<file path="src/rtl/fifo_prog_if.sv">
// Producer/consumer bundle for fifo_prog. The master modport is the user side,
// the slave modport is the FIFO side.
interface fifo_prog_if #(
    parameter int NB_DATA = 8,
    parameter int NB_ADDR = 4
);
    logic               i_clr;
    logic               i_wr;
    logic [NB_DATA-1:0] i_wdata;
    logic               i_rd;
    logic [NB_DATA-1:0] o_rdata;
    logic               o_empty;
    logic               o_full;
    logic               o_almost_empty;
    logic               o_almost_full;
    logic [NB_ADDR:0]   o_count;
    logic               o_overflow;
    logic               o_underflow;

    modport master (
        output i_clr, i_wr, i_wdata, i_rd,
        input  o_rdata, o_empty, o_full, o_almost_empty, o_almost_full,
               o_count, o_overflow, o_underflow
    );

    modport slave (
        input  i_clr, i_wr, i_wdata, i_rd,
        output o_rdata, o_empty, o_full, o_almost_empty, o_almost_full,
               o_count, o_overflow, o_underflow
    );
endinterface

</file>
<file path="src/rtl/fifo_prog.sv">
// Single-clock FWFT FIFO with programmable almost flags, occupancy count and flush.
// Define FIFO_ERR_FLAGS_EN to build the sticky overflow/underflow flags.
module fifo_prog #(
    parameter int NB_DATA    = 8,
    parameter int NB_ADDR    = 4,
    parameter int AFULL_LVL  = 2**NB_ADDR - 2,
    parameter int AEMPTY_LVL = 2
) (
    input  logic              clk,
    input  logic              i_rst_n,
    fifo_prog_if.slave        bus
);
    localparam int               DEPTH    = 2**NB_ADDR;
    localparam logic [NB_ADDR:0] DEPTH_C  = {1'b1, {NB_ADDR{1'b0}}};
    localparam logic [NB_ADDR:0] AFULL_C  = AFULL_LVL[NB_ADDR:0];
    localparam logic [NB_ADDR:0] AEMPTY_C = AEMPTY_LVL[NB_ADDR:0];

    logic [NB_DATA-1:0] mem [DEPTH];
    logic [NB_ADDR-1:0] wptr;
    logic [NB_ADDR-1:0] rptr;
    logic [NB_ADDR:0]   count;
    logic               empty;
    logic               full;
    logic               wr_acc;
    logic               rd_acc;

    assign empty  = (count == '0);
    assign full   = (count == DEPTH_C);
    // When full, a simultaneous read frees the head slot, which is exactly wptr.
    assign wr_acc = bus.i_wr & (~full | bus.i_rd);
    assign rd_acc = bus.i_rd & ~empty;

    always_ff @(posedge clk or negedge i_rst_n) begin
        if (!i_rst_n) begin
            wptr  <= '0;
            rptr  <= '0;
            count <= '0;
        end else if (bus.i_clr) begin
            wptr  <= '0;
            rptr  <= '0;
            count <= '0;
        end else begin
            if (wr_acc) wptr <= wptr + 1'b1;
            if (rd_acc) rptr <= rptr + 1'b1;
            case ({wr_acc, rd_acc})
                2'b10:   count <= count + 1'b1;
                2'b01:   count <= count - 1'b1;
                default: count <= count;
            endcase
        end
    end

    always_ff @(posedge clk) begin
        if (i_rst_n && !bus.i_clr && wr_acc) mem[wptr] <= bus.i_wdata;
    end

`ifdef FIFO_ERR_FLAGS_EN
    logic overflow;
    logic underflow;

    always_ff @(posedge clk or negedge i_rst_n) begin
        if (!i_rst_n) begin
            overflow  <= 1'b0;
            underflow <= 1'b0;
        end else if (bus.i_clr) begin
            overflow  <= 1'b0;
            underflow <= 1'b0;
        end else begin
            if (bus.i_wr && !wr_acc) overflow  <= 1'b1;
            if (bus.i_rd && !rd_acc) underflow <= 1'b1;
        end
    end

    assign bus.o_overflow  = overflow;
    assign bus.o_underflow = underflow;
`else
    assign bus.o_overflow  = 1'b0;
    assign bus.o_underflow = 1'b0;
`endif

    assign bus.o_rdata        = empty ? '0 : mem[rptr];
    assign bus.o_empty        = empty;
    assign bus.o_full         = full;
    assign bus.o_almost_empty = (count <= AEMPTY_C);
    assign bus.o_almost_full  = (count >= AFULL_C);
    assign bus.o_count        = count;
endmodule

</file>
<file path="src/flat_wrapper.sv">
// flat-port wrapper written by rule: the top's interface ports become plain ports
module fifo_prog_flat 
#(
    parameter int NB_DATA    = 8,
    parameter int NB_ADDR    = 4,
    parameter int AFULL_LVL  = 2**NB_ADDR - 2,
    parameter int AEMPTY_LVL = 2
)
  (clk, i_rst_n, bus_i_clr, bus_i_wr, bus_i_wdata, bus_i_rd, bus_o_rdata, bus_o_empty, bus_o_full, bus_o_almost_empty, bus_o_almost_full, bus_o_count, bus_o_overflow, bus_o_underflow);
  fifo_prog_if #(.NB_DATA(NB_DATA), .NB_ADDR(NB_ADDR)) bus_i ();
  input  logic clk;
  input  logic i_rst_n;
  input wire logic [$bits(bus_i.i_clr)-1:0] bus_i_clr;
  input wire logic [$bits(bus_i.i_wr)-1:0] bus_i_wr;
  input wire logic [$bits(bus_i.i_wdata)-1:0] bus_i_wdata;
  input wire logic [$bits(bus_i.i_rd)-1:0] bus_i_rd;
  output wire logic [$bits(bus_i.o_rdata)-1:0] bus_o_rdata;
  output wire logic [$bits(bus_i.o_empty)-1:0] bus_o_empty;
  output wire logic [$bits(bus_i.o_full)-1:0] bus_o_full;
  output wire logic [$bits(bus_i.o_almost_empty)-1:0] bus_o_almost_empty;
  output wire logic [$bits(bus_i.o_almost_full)-1:0] bus_o_almost_full;
  output wire logic [$bits(bus_i.o_count)-1:0] bus_o_count;
  output wire logic [$bits(bus_i.o_overflow)-1:0] bus_o_overflow;
  output wire logic [$bits(bus_i.o_underflow)-1:0] bus_o_underflow;
  assign bus_i.i_clr = bus_i_clr;
  assign bus_i.i_wr = bus_i_wr;
  assign bus_i.i_wdata = bus_i_wdata;
  assign bus_i.i_rd = bus_i_rd;
  assign bus_o_rdata = bus_i.o_rdata;
  assign bus_o_empty = bus_i.o_empty;
  assign bus_o_full = bus_i.o_full;
  assign bus_o_almost_empty = bus_i.o_almost_empty;
  assign bus_o_almost_full = bus_i.o_almost_full;
  assign bus_o_count = bus_i.o_count;
  assign bus_o_overflow = bus_i.o_overflow;
  assign bus_o_underflow = bus_i.o_underflow;
  fifo_prog #(.NB_DATA(NB_DATA), .NB_ADDR(NB_ADDR), .AFULL_LVL(AFULL_LVL), .AEMPTY_LVL(AEMPTY_LVL)) u_core (.clk(clk), .i_rst_n(i_rst_n), .bus(bus_i));
endmodule
</file>
<file path="config.mk">
export PLATFORM = sky130hd
export DESIGN_NAME = fifo_prog_flat
export DESIGN_NICKNAME = d
export VERILOG_FILES = /design/src/rtl/fifo_prog_if.sv /design/src/rtl/fifo_prog.sv /design/src/flat_wrapper.sv
export SDC_FILE = /design/constraint.sdc
export NUM_CORES = 1
export LEC_CHECK = 0
export BUFFER_PORTS_ARGS = -buffer_cell sky130_fd_sc_hd__buf_4
export CORE_MARGIN = 1
export CORE_UTILIZATION = 50
export DETAILED_ROUTE_END_ITERATION = 10
export HOLD_SLACK_MARGIN = 0.08
export PLACE_DENSITY = 0.75
export SLEW_MARGIN = 15
export SYNTH_ARGS = -nofsm -noshare
export SYNTH_HDL_FRONTEND = slang
export SYNTH_SLANG_ARGS = --single-unit
</file>
<file path="constraint.sdc">
create_clock -name clk -period 5.6 [get_ports clk]
set_input_delay 1.12 -clock clk [delete_from_list [all_inputs] [get_ports clk]]
set_output_delay 1.12 -clock clk [all_outputs]
set_load 0.03 [all_outputs]
</file>
==> impl_metrics.csv <==
group,metric,value,unit
outcome,status,"finished, violations left",
outcome,violations,"design-rule violations",
die,die_w,111.1,um
critical_path,cpPeakStageDelay,1.13,ns
synthesis,yosys_register_bits,141,
route,drc_errors,7,
synthesis,yosysWarnings,0,
clocking,htree_levels,4,
route,ant_nets,0,
finish,nFillCells,833,
synthesis,avgSynthCellArea,18.72,um2
finish,multi_input_area,1647,um2
critical_path,crit_type,"flop to primary output",
clocking,clockBufferDepth,2,
critical_path,critPathRequiredTime,4.48,ns
die,rows,39,
placement,portBuffers,29,
sta,fin_skew,0.005711,ns
power_and_ir_drop,p_sw_frac,0.2966,
clocking,clk_latency,0.41,ns
synthesis,syn_inst,318,
route,firstDrtPassIters,8,
synthesis,ys_types,44,
synthesis,synth_seq_area_share,0.7003,
power_and_ir_drop,p_per_area,449.5,nW/um2
job,maxCapViolations,0,
die,dieArea,12350,um2
grt,grt_max_degree,26,
critical_path,crit_chain,"buf_4 -> mux4_2 -> mux4_2 -> nor2b_1 -> buf_4",
sta,hold_viol_final,0,
sta,tightest_slew,1.187,ns
die,core,11520,um2
placement,dp.cells,474,
finish,fin_cells,506,
die,io_pins,32,
clocking,cts.sinks,141,
finish,diodes,0,
route,avgRoutedWirePerCell,22.49,um
critical_path,crit_arrival,3.03,ns
grt,grt_pass1_vias,2959,
finish,area.sequential,4170,um2
clocking,cts_tree,"done",
die,chipHeight,111.1,um
placement,gp_congestion,0.7688,
clocking,post_cts_resized,0,
power_and_ir_drop,p_clk_frac,0.353,
route,vias,2947,
sta,slew_headroom,0.2089,
placement,post-dp-hpwl,7.015,mm
finish,drive_above_1_share,0.3030,
power_and_ir_drop,combinationalPowerShare,0.235,
sta,finalSetupViolCount,0,
grt,grt_remaining_overflow,0,
power_and_ir_drop,ir_worst_vdd,234.0,uV
sta,tns,0,ns
sta,slew_viol_final,0,
power_and_ir_drop,p_int,2159,uW
power_and_ir_drop,seq_power_share,0.412,
grt,grt_pass1_wl,17.36,mm
route,vias_per_cell,5.824,
sta,min_period,4.151,ns
clocking,post_cts_buffers,0,
critical_path,crit_fanout,25,
min_path,hold_path_class,"primary input to async pin",
sta,fmax,240.9,MHz
critical_path,endpoint_kind,"primary output",
critical_path,cp-start-kind,"flop",
power_and_ir_drop,p_leak,0.002290,uW
route,first_iter_violations,242,
synthesis,synthesis.area,5953,um2
clocking,clk_pin_slew,0.06,ns
critical_path,crit_slowest_cell,"dfrtp_1",
route,routed_wl,11.38,mm
critical_path,worstRegToRegCells,9,
clocking,clockRootBuffer,"clkbuf_16",
sta,post-route-period-util,0.7412,
clocking,cts_hold_buf,0,
power_and_ir_drop,p_switching,910.7,uW
finish,fin_nets,370,
grt,antenna_found_initial,0,
sta,rsz0062_at_grt,"no",
clocking,cts_made_buffers,17,
grt,grt_usage,0.2007,
die,start_util,0.5169,
finish,syn_to_final_growth,14.71,%
[cells in the mapped netlist (all sizes together)]
master	number	area share
edfxtp	128	0.65
mux4	40	0.15
nor2	16	0.010
and2	13	0.014
dfrtp	13	0.055
nor2b	11	0.012
buf	10	0.013
nand2	10	0.0067
clkbuf	9	0.0059
ha	7	0.015
nand3	7	0.0059
inv	6	0.0038
and3	5	0.0053
xnor2	5	0.0074
o21ai	4	0.0040
a21oi	3	0.0025
mux2i	3	0.0050
nor4	3	0.0067
or3	3	0.0040
xor2	3	0.0044
a2111oi	2	0.0029
a211oi	2	0.0025
a221oi	2	0.0029
nor3	2	0.0025
o22ai	2	0.0021
or2	2	0.0021
a21o	1	0.0013
clkinv	1	0.00063
conb	1	0.00063
nand2b	1	0.0011
nor4b	1	0.0015
o31ai	1	0.0013
or4	1	0.0019
[cell type report]
class / count / share of cell area
clock buffer: 19 / 0.06339
clock inverter: 13 / 0.02070
inverter: 7 / 0.003848
multi-input combinational: 152 / 0.2411
sequential: 141 / 0.6107
tap: 143 / 0.02620
timing repair buffer: 31 / 0.03408
[registers in the layout, indices dropped and copies added (netlist names)]
name,cells
u_core.rptr,4
u_core.wptr,4
u_core.mem,128
u_core.bus.o_count,5
[routing by layer]
| layer | up-vias | wire length, um | GRT usage |
|---|---|---|---|
| met2 | 90 | 5601 | 0.3145 |
| met4 | 0 | 87 | 0.06036 |
| met3 | 10 | 614 | 0.05577 |
| li1 | 1328 | - | - |
| met5 | - | 0 | 0 |
| met1 | 1519 | 5077 | 0.2773 |
[power groups by stage]
stage	Combinational [uW]	Sequential, uW	Clock (uW)
after global routing	773	1270	1140
after global placement	715	1290	0
after floorplan	566	1240	0
final	721	1270	1080
after detailed placement	725	1290	0
after CTS	727	1270	1100
[logic make-up after synthesis]
group / after synthesis / share of synthesized area
muxes: 43 / 0.1564
other: 1 / 0.0006299
and+or+nand+nor: 75 / 0.07293
DFF: 141 / 0.7003
adders and majority gates: 7 / 0.01471
xor gates and xnor gates: 8 / 0.01177
AOI/OAI and AO/OA: 17 / 0.01955
buffers and inverters: 26 / 0.02375
[cells in the final DEF (no fill, tap or decap), types with 3 or more instances in the layout]
cell	instances
nand3_1	7
and3_1	5
xnor2_1	5
dfrtp_1	12
mux2i_1	3
inv_1	6
nand2_1	9
nor2b_1	11
edfxtp_1	128
buf_4	31
nor2_1	16
clkinvlp_4	5
clkbuf_16	17
and2_1	13
ha_1	7
xor2_1	3
mux4_2	40
a21oi_1	3
inv_6	3
[critical path: cells and delay by family (launching register included)]
family | cells | cell delay, ns
AND/OR/NAND/NOR | 1 | 0.14
buffers and inverters | 2 | 0.55
flip-flops | 1 | 1.13
multiplexers | 2 | 0.78
[worst paths after layout]
kind | start | slack (ns) | to
max | u_core.rptr[1] | 1.45 | bus_o_rdata[5]
min | i_rst_n | 0.55 | u_core.bus.o_count[3]
max reg2reg | u_core.bus.o_count[1] | 3.12 | u_core.bus.o_count[4]
min reg2reg | u_core.wptr[1] | 0.59 | u_core.wptr[1]
max in group asynchronous | i_rst_n | 4.86 | u_core.rptr[0]
min in group clk | u_core.wptr[1] | 0.59 | u_core.wptr[1]
[metrics by stage]
stage	setup slack, ns	instance area (um2)	hold WS, ns	total power [uW]	util
2_1_floorplan	2.197	5957	0.5449	1808	-
3_3_place_gp	1.846	6255	0.5637	2001	0.5431
3_5_place_dp	1.824	6255	0.5850	2013	0.5431
4_1_cts	1.364	6829	0.5366	3089	0.5930
5_1_grt	1.253	6829	0.5504	3183	0.5930
6_report	1.449	6829	0.5491	3070	0.5930
Note: power is estimated with default switching activity, not from simulation.
